**config.mk**
```make
export PLATFORM = sky130hd
export DESIGN_NAME = rho_scheduler
export DESIGN_NICKNAME = d
export VERILOG_FILES = /design/src/rtl/rho_scheduler.sv
export SDC_FILE = /design/constraint.sdc
export NUM_CORES = 1
export LEC_CHECK = 0
export CAP_MARGIN = 0
export CORE_AREA = 2 2 201 154
export DETAILED_ROUTE_END_ITERATION = 12
export DIE_AREA = 0 0 203 156
export PLACE_DENSITY = 0.8
export REMOVE_ABC_BUFFERS = 1
export SYNTH_ARGS = -nofsm -noshare
export SYNTH_HDL_FRONTEND = slang
export SYNTH_SLANG_ARGS = --single-unit
```
**constraint.sdc**
```tcl
create_clock -name clk_i -period 17.2 [get_ports clk_i]
set_clock_uncertainty 0.05 [all_clocks]
set_input_delay 5.16 -clock clk_i [delete_from_list [all_inputs] [get_ports clk_i]]
set_output_delay 5.16 -clock clk_i [all_outputs]
set_load 0.05 [all_outputs]
```
**src/rtl/rho_scheduler.sv**
```systemverilog
`timescale 1ns/1ps
// rho_scheduler
// ---------------------------------------------------------------------------
// Purpose:
//   Time-shares one rho (Gaussian likelihood) datapath across the NUM_GAUSS
//   mixture components of a single pixel. A pixel's grey value and
//   per-component sigma/mean are captured on accept. One datapath evaluation
//   is issued per component, in order 0..NUM_GAUSS-1. The collected results
//   are then presented downstream as one set.
//
// Handshakes (valid/ready):
//   A transfer happens on a rising clk_i edge where valid and ready are both
//   high. The producer holds valid and its payload stable until that edge.
//   The consumer may change ready at any time. Upstream uses
//   pix_valid_i/pix_ready_o. Downstream uses out_valid_o/out_ready_i.
//   The datapath side is not a handshake. rho_en_o is a one-cycle start
//   pulse, and rho_done_i is a one-cycle result pulse.
//
// Ports:
//   clk_i, rst_i            clock (rising edge), async active-high reset
//   pix_valid_i/pix_ready_o pixel accept handshake
//   grey_i, sigma_i, mu_i   pixel operands (component k at [32k+31:32k])
//   rho_en_o                start pulse to the datapath
//   rho_grey_o, rho_sigma_o, rho_mugrey_o  operands of the component in flight
//   rho_done_i, rho_result_i               datapath result pulse and value
//   rho_out_o               collected results, same packing as sigma_i
//   out_valid_o/out_ready_i result set handshake
//   comp_idx_o              component currently in flight
//   busy_o                  high whenever the FSM is not IDLE
//   dbg_state_o             raw FSM state, for checkers
//   timeout_err_o           per-component timeout flags (only with the macro)
//
// Optional feature (macro RHO_SCHED_TIMEOUT_EN):
//   This adds a WAIT watchdog of TIMEOUT_CYC cycles. On expiry the component
//   gets +0.0 and its sticky bit in timeout_err_o is set. Without the macro,
//   WAIT waits indefinitely and the port does not exist.
// ---------------------------------------------------------------------------
module rho_scheduler #(
  parameter int NUM_GAUSS   = 3,
  parameter int IDX_W       = 3,
  parameter int TIMEOUT_CYC = 255
) (
  input  logic                   clk_i,
  input  logic                   rst_i,
  input  logic                   pix_valid_i,
  output logic                   pix_ready_o,
  input  logic [31:0]            grey_i,
  input  logic [32*NUM_GAUSS-1:0] sigma_i,
  input  logic [32*NUM_GAUSS-1:0] mu_i,
  output logic                   rho_en_o,
  output logic [31:0]            rho_grey_o,
  output logic [31:0]            rho_sigma_o,
  output logic [31:0]            rho_mugrey_o,
  input  logic                   rho_done_i,
  input  logic [31:0]            rho_result_i,
  output logic [32*NUM_GAUSS-1:0] rho_out_o,
  output logic                   out_valid_o,
  input  logic                   out_ready_i,
  output logic [IDX_W-1:0]       comp_idx_o,
  output logic                   busy_o,
  output logic [1:0]             dbg_state_o
`ifdef RHO_SCHED_TIMEOUT_EN
  ,
  output logic [NUM_GAUSS-1:0]   timeout_err_o
`endif
);

  localparam logic [1:0] S_IDLE   = 2'd0;
  localparam logic [1:0] S_ISSUE  = 2'd1;
  localparam logic [1:0] S_WAIT   = 2'd2;
  localparam logic [1:0] S_OUTPUT = 2'd3;

  localparam logic [IDX_W-1:0] LAST_IDX = IDX_W'(NUM_GAUSS - 1);

  logic [1:0]              state;
  logic [IDX_W-1:0]        comp_idx;
  logic [31:0]             grey_q;
  logic [32*NUM_GAUSS-1:0] sigma_q;
  logic [32*NUM_GAUSS-1:0] mu_q;
  logic [32*NUM_GAUSS-1:0] rho_q;

  // The current slot finishes when a result arrives or the watchdog expires.
  logic        timeout_hit;
  logic        slot_wr;
  logic [31:0] slot_val;

`ifdef RHO_SCHED_TIMEOUT_EN
  localparam int CNT_W = $clog2(TIMEOUT_CYC + 1);
  logic [CNT_W-1:0]     wait_cnt;
  logic [NUM_GAUSS-1:0] err_q;
`endif

  always_comb begin
    timeout_hit = 1'b0;
`ifdef RHO_SCHED_TIMEOUT_EN
    // The counter is 0 in the first WAIT cycle. It expires in the
    // TIMEOUT_CYC-th WAIT cycle.
    timeout_hit = (state == S_WAIT) && (wait_cnt == CNT_W'(TIMEOUT_CYC - 1));
`endif
    slot_wr  = (state == S_WAIT) && (rho_done_i || timeout_hit);
    // A done arriving in the same cycle as the terminal count wins.
    slot_val = rho_done_i ? rho_result_i : 32'h0000_0000;
  end

  always_ff @(posedge clk_i or posedge rst_i) begin
    if (rst_i) begin
      state    <= S_IDLE;
      comp_idx <= '0;
      grey_q   <= '0;
      sigma_q  <= '0;
      mu_q     <= '0;
      rho_q    <= '0;
`ifdef RHO_SCHED_TIMEOUT_EN
      wait_cnt <= '0;
      err_q    <= '0;
`endif
    end else begin
      case (state)
        S_IDLE: begin
          if (pix_valid_i) begin
            grey_q   <= grey_i;
            sigma_q  <= sigma_i;
            mu_q     <= mu_i;
            comp_idx <= '0;
            state    <= S_ISSUE;
`ifdef RHO_SCHED_TIMEOUT_EN
            err_q    <= '0;
`endif
          end
        end
        S_ISSUE: begin
          state <= S_WAIT;
`ifdef RHO_SCHED_TIMEOUT_EN
          wait_cnt <= '0;
`endif
        end
        S_WAIT: begin
          if (slot_wr) begin
            for (int k = 0; k < NUM_GAUSS; k++) begin
              if (comp_idx == IDX_W'(k)) begin
                rho_q[32*k +: 32] <= slot_val;
`ifdef RHO_SCHED_TIMEOUT_EN
                if (!rho_done_i) err_q[k] <= 1'b1;
`endif
              end
            end
            if (comp_idx == LAST_IDX) begin
              state <= S_OUTPUT;
            end else begin
              comp_idx <= comp_idx + 1'b1;
              state    <= S_ISSUE;
            end
          end
`ifdef RHO_SCHED_TIMEOUT_EN
          else begin
            wait_cnt <= wait_cnt + 1'b1;
          end
`endif
        end
        S_OUTPUT: begin
          if (out_ready_i) state <= S_IDLE;
        end
        default: state <= S_IDLE;
      endcase
    end
  end

  // Operand selection for the component in flight.
  always_comb begin
    rho_sigma_o  = '0;
    rho_mugrey_o = '0;
    for (int k = 0; k < NUM_GAUSS; k++) begin
      if (comp_idx == IDX_W'(k)) begin
        rho_sigma_o  = sigma_q[32*k +: 32];
        rho_mugrey_o = mu_q[32*k +: 32];
      end
    end
  end

  assign rho_grey_o  = grey_q;
  assign rho_en_o    = (state == S_ISSUE);
  assign pix_ready_o = (state == S_IDLE);
  assign out_valid_o = (state == S_OUTPUT);
  assign busy_o      = (state != S_IDLE);
  assign comp_idx_o  = comp_idx;
  assign rho_out_o   = rho_q;
  assign dbg_state_o = state;
`ifdef RHO_SCHED_TIMEOUT_EN
  assign timeout_err_o = err_q;
`endif

endmodule

```
==> tab_implementation.tex <==
\begin{tabular}{lr}
\hline
Metric & Value \\
\hline
\multicolumn{2}{l}{\textbf{Yosys}} \\
Post-synthesis sequential element count & approximately 330 \\
Cell types occupying the most area after synthesis & dfrtp\_1, mux2\_2, a22oi\_1 \\
Sequential share of the synthesized area & $\sim$60\% \\
Main combinational cell family by area after synthesis & multiplexers \\
Synth Area in Adders & less than 1\% \\
Yosys warns & 0 \\
Summed instance area of the synthesized netlist & between 10000 and 15000 sq um \\
Share of Yosys cell area claimed by the top area cell type & 60.2\% \\
Most used flip-flop cell after synthesis & dfrtp\_1 \\
Largest area contributor in the netlist & dfrtp\_1 \\
Area fraction in and, or, nand and nor cells after synthesis & between 2 and 3\% \\
Fraction of the mapped netlist area in compound gates & around 6.4\% \\
Post-synthesis area per instance & approximately 14 sq um \\
Mux share of post-synthesis cell area & roughly a quarter \\
Post-Synth XOR/XNOR Area & 0\% \\
Cells after Synth & roughly 940 \\
Number of distinct library cells after synthesis & 31 \\
Fraction of registers with async set or reset after synthesis & 100\% \\
Number of synthesized flops with an enable pin & 0 \\
Dominant cell by count in the synthesized netlist & dfrtp\_1 \\
Post-synth top cells & dfrtp\_1, mux2\_2, nor2\_1, a21oi\_1, a22oi\_1 \\
\multicolumn{2}{l}{\textbf{Clock network}} \\
Clock root cell & clkbuf\_16 \\
Clock tree from TritonCTS & yes \\
Clock latency on the worst-skew pair & 0.51 ns \\
Number of buffers inserted for hold repair after clock tree synthesis & 0 \\
Buffers from clock root to sink, at most & 3 \\
Clock Pin Slew Worst Setup and Hold Paths & $\sim$0.060 ns \\
Number of buffers created by CTS & 34 \\
Post-CTS resize count & 0 \\
Post-CTS setup buffer count & 0 \\
H-tree depth & 2 \\
Num Clock Sinks & 325 \\
\multicolumn{2}{l}{\textbf{Status}} \\
Run status & finished, final reports clean \\
\multicolumn{2}{l}{\textbf{Route}} \\
Starting DRT DRC Count & roughly 610 \\
Final routed wirelength across all metal layers & roughly 37 mm \\
Via count normalized by instance count & between 5 and 6 \\
Total DRC errors in the routed layout & 0 \\
Routed wire per std cell & approximately 21 microns \\
Count of vias placed by the detailed router & 9465 \\
Antenna violation net count after detailed routing & 0 \\
Pre-antenna DRT Iters & 4 \\
\multicolumn{2}{l}{\textbf{Setup path}} \\
Startpoint-to-endpoint class of the critical path & register to output port \\
Startpoint of the worst-slack reg-to-reg timing path & dbg\_state\_o[1] \\
Critical path fanouts, max & between 80 and 90 \\
CP delay by family, top & buffers and inverters \\
Worst-path cell with the longest stage delay & clkdlybuf4s50\_1 \\
Critical path required time & 11.99 ns \\
Critical path launch point & comp\_idx\_o[0] \\
Crit-path cells & inv\_1, ha\_1, nand2b\_4, buf\_4, nor2\_1, a21oi\_1, clkdlybuf4s50\_1 \\
Worst path max stage delay & between 0.8 and 0.9 ns \\
Type of element capturing the critical path & output port \\
Kind of start point of the critical path & register \\
Worst Path Buf+Inv & 3 \\
CP arrival & about 3.9 ns \\
\multicolumn{2}{l}{\textbf{GRT}} \\
Number of antenna violations at the first check in global routing & 2 \\
Global-route wire length before repair & about 58 mm \\
Largest net degree at the start of global routing & 120 \\
Global Route Usage Sum & between 20\% and 30\% \\
Vias in the first global route & 10.1k \\
Grt ovf & 0 \\
\multicolumn{2}{l}{\textbf{Final layout}} \\
Final cell count without fillers & approximately 1.8k \\
Area of all placed cells without fillers & around 19000 sq um \\
Share of cells above drive strength 1 & around a quarter \\
Filler instances & between 2k and 2.5k \\
Area added between synthesis and finish & 43.6\% \\
Number of nets at the end of the flow & roughly 1.6k \\
\multicolumn{2}{l}{\textbf{Die}} \\
Vertical extent of the die & approximately 160 microns \\
Initial core utilization & 45.6\% \\
Area of the die & around 32000 sq um \\
Core ar. & 29700 sq um \\
Die Wd & $\sim$200 microns \\
Number of placement rows & 55 \\
Boundary pin count & 462 \\
\multicolumn{2}{l}{\textbf{Timing}} \\
Slew at the pin closest to its max-slew limit & between 1 and 1.5 ns \\
Setup\_tns & 0 ns \\
Highest clock frequency the design can meet & approximately 110 MHz \\
Setup repair after global routing missed its margin & no \\
Final Critical Period & 9.06 ns \\
Number of max-slew violations in the final report & 0 \\
Final Hold Viols & 0 \\
Worst max-slew margin expressed relative to the limit & between 20\% and 30\% \\
Minimum hold slack & approximately 0.43 ns \\
Number of setup violations in the final report & 0 \\
Fin crit share & 52.7\% \\
\multicolumn{2}{l}{\textbf{Worst hold path}} \\
Class of the worst hold path & register to register \\
Min-delay src & rho\_out\_o[20] \\
\multicolumn{2}{l}{\textbf{Placement}} \\
Post-placement cell area & between 15000 and 20000 sq um \\
HPWL reported at the end of detailed placement & approximately 26 mm \\
Weighted congestion reported at the end of routability-driven placement & roughly 0.83 \\
Number of buffers added on ports & roughly 460 \\
Number of cells after detailed placement & about 1.7k \\
\multicolumn{2}{l}{\textbf{Job}} \\
Max cap viols & 0 \\
\hline
\end{tabular}
-- flip-flops by register name (all words and copies together) (netlist names) --
signal       flops
comp_idx_o       3
dbg_state_o      2
mu_q            96
rho_grey_o      32
rho_out_o       96
sigma_q         96
-- worst paths after layout --
kind | depth (start not counted) | to | slack (ns)
worst max-delay path | 7 | rho_mugrey_o[13] | 8.14
worst min-delay path | 1 | rho_out_o[20] | 0.43
worst max register to register | 4 | sigma_q[71] | 13.77
worst min register to register | 1 | rho_out_o[20] | 0.43
max in group asynchronous | 4 | mu_q[38] | 9.72
min in group asynchronous | 2 | rho_grey_o[0] | 5.15
-- area by class of cell --
cell class | count | area [sq um] | share of cell area (%)
Multi-Input combinational cell | 544 | 4940 | 25.5
Timing Repair Buffer | 473 | 4700 | 24.2
Clock buffer | 45 | 973 | 5.01
Inverter | 4 | 22.5 | 0.116
Antenna cell | 1 | 2.50 | 0.0129
Tap cell | 399 | 499 | 2.57
Clock inverter | 14 | 135 | 0.696
Sequential cell | 325 | 8130 | 41.9
-- cells by family (layout without fill, tap and decap cells) --
| group | count (synthesis) | after routing |
|---|---|---|
| flops | 325 | 325 |
| simple gates | 83 | 83 |
| buf+inv | 70 | 536 |
| other cells | 0 | 1 |
| fa+ha+maj | 4 | 4 |
| mux | 321 | 321 |
| compound gates | 136 | 136 |
-- through the flow --
stage / setup slack [ns] / utilization (%)
floorplan: 2.41 / -
global placement: 8.82 / 61.7
detailed placement: 8.73 / 61.7
CTS: 8.18 / 65.5
global route: 7.89 / 65.5
finish: 8.14 / 65.5
-- worst register-to-register path, stage by stage (launching register included) --
cell and delay (ns):
dfrtp_1 0.57, nor3b_4 0.43, buf_4 0.80, buf_4 0.97, mux2_2 0.49
-- cells in the final DEF, fill, tap and decap left out, types with 2 or more instances in the layout --
cell / instances
dfrtp_1: 325
nor3b_4: 2
a22o_1: 2
bufinv_16: 2
and2_1: 2
clkbuf_8: 6
a22oi_1: 64
a21oi_1: 65
inv_1: 3
nor2_1: 66
buf_4: 12
clkbuf_1: 4
clkinv_2: 10
mux2_2: 299
clkbuf_16: 35
nor2b_1: 2
mux2_1: 22
ha_1: 4
nand2_1: 3
clkdlybuf4s50_1: 461
-- routing by layer --
layer  GRT usage [%]  vias up  wire (microns)
met5               0        -              30
met4            7.19        4             945
met3            7.73       65            3020
met2            38.8      324           18100
met1            29.4     4816           15300
li1                -     4256               -
Power is not shown: default switching activity piles up to over one toggle a cycle in this logic, so the estimate is an artifact.
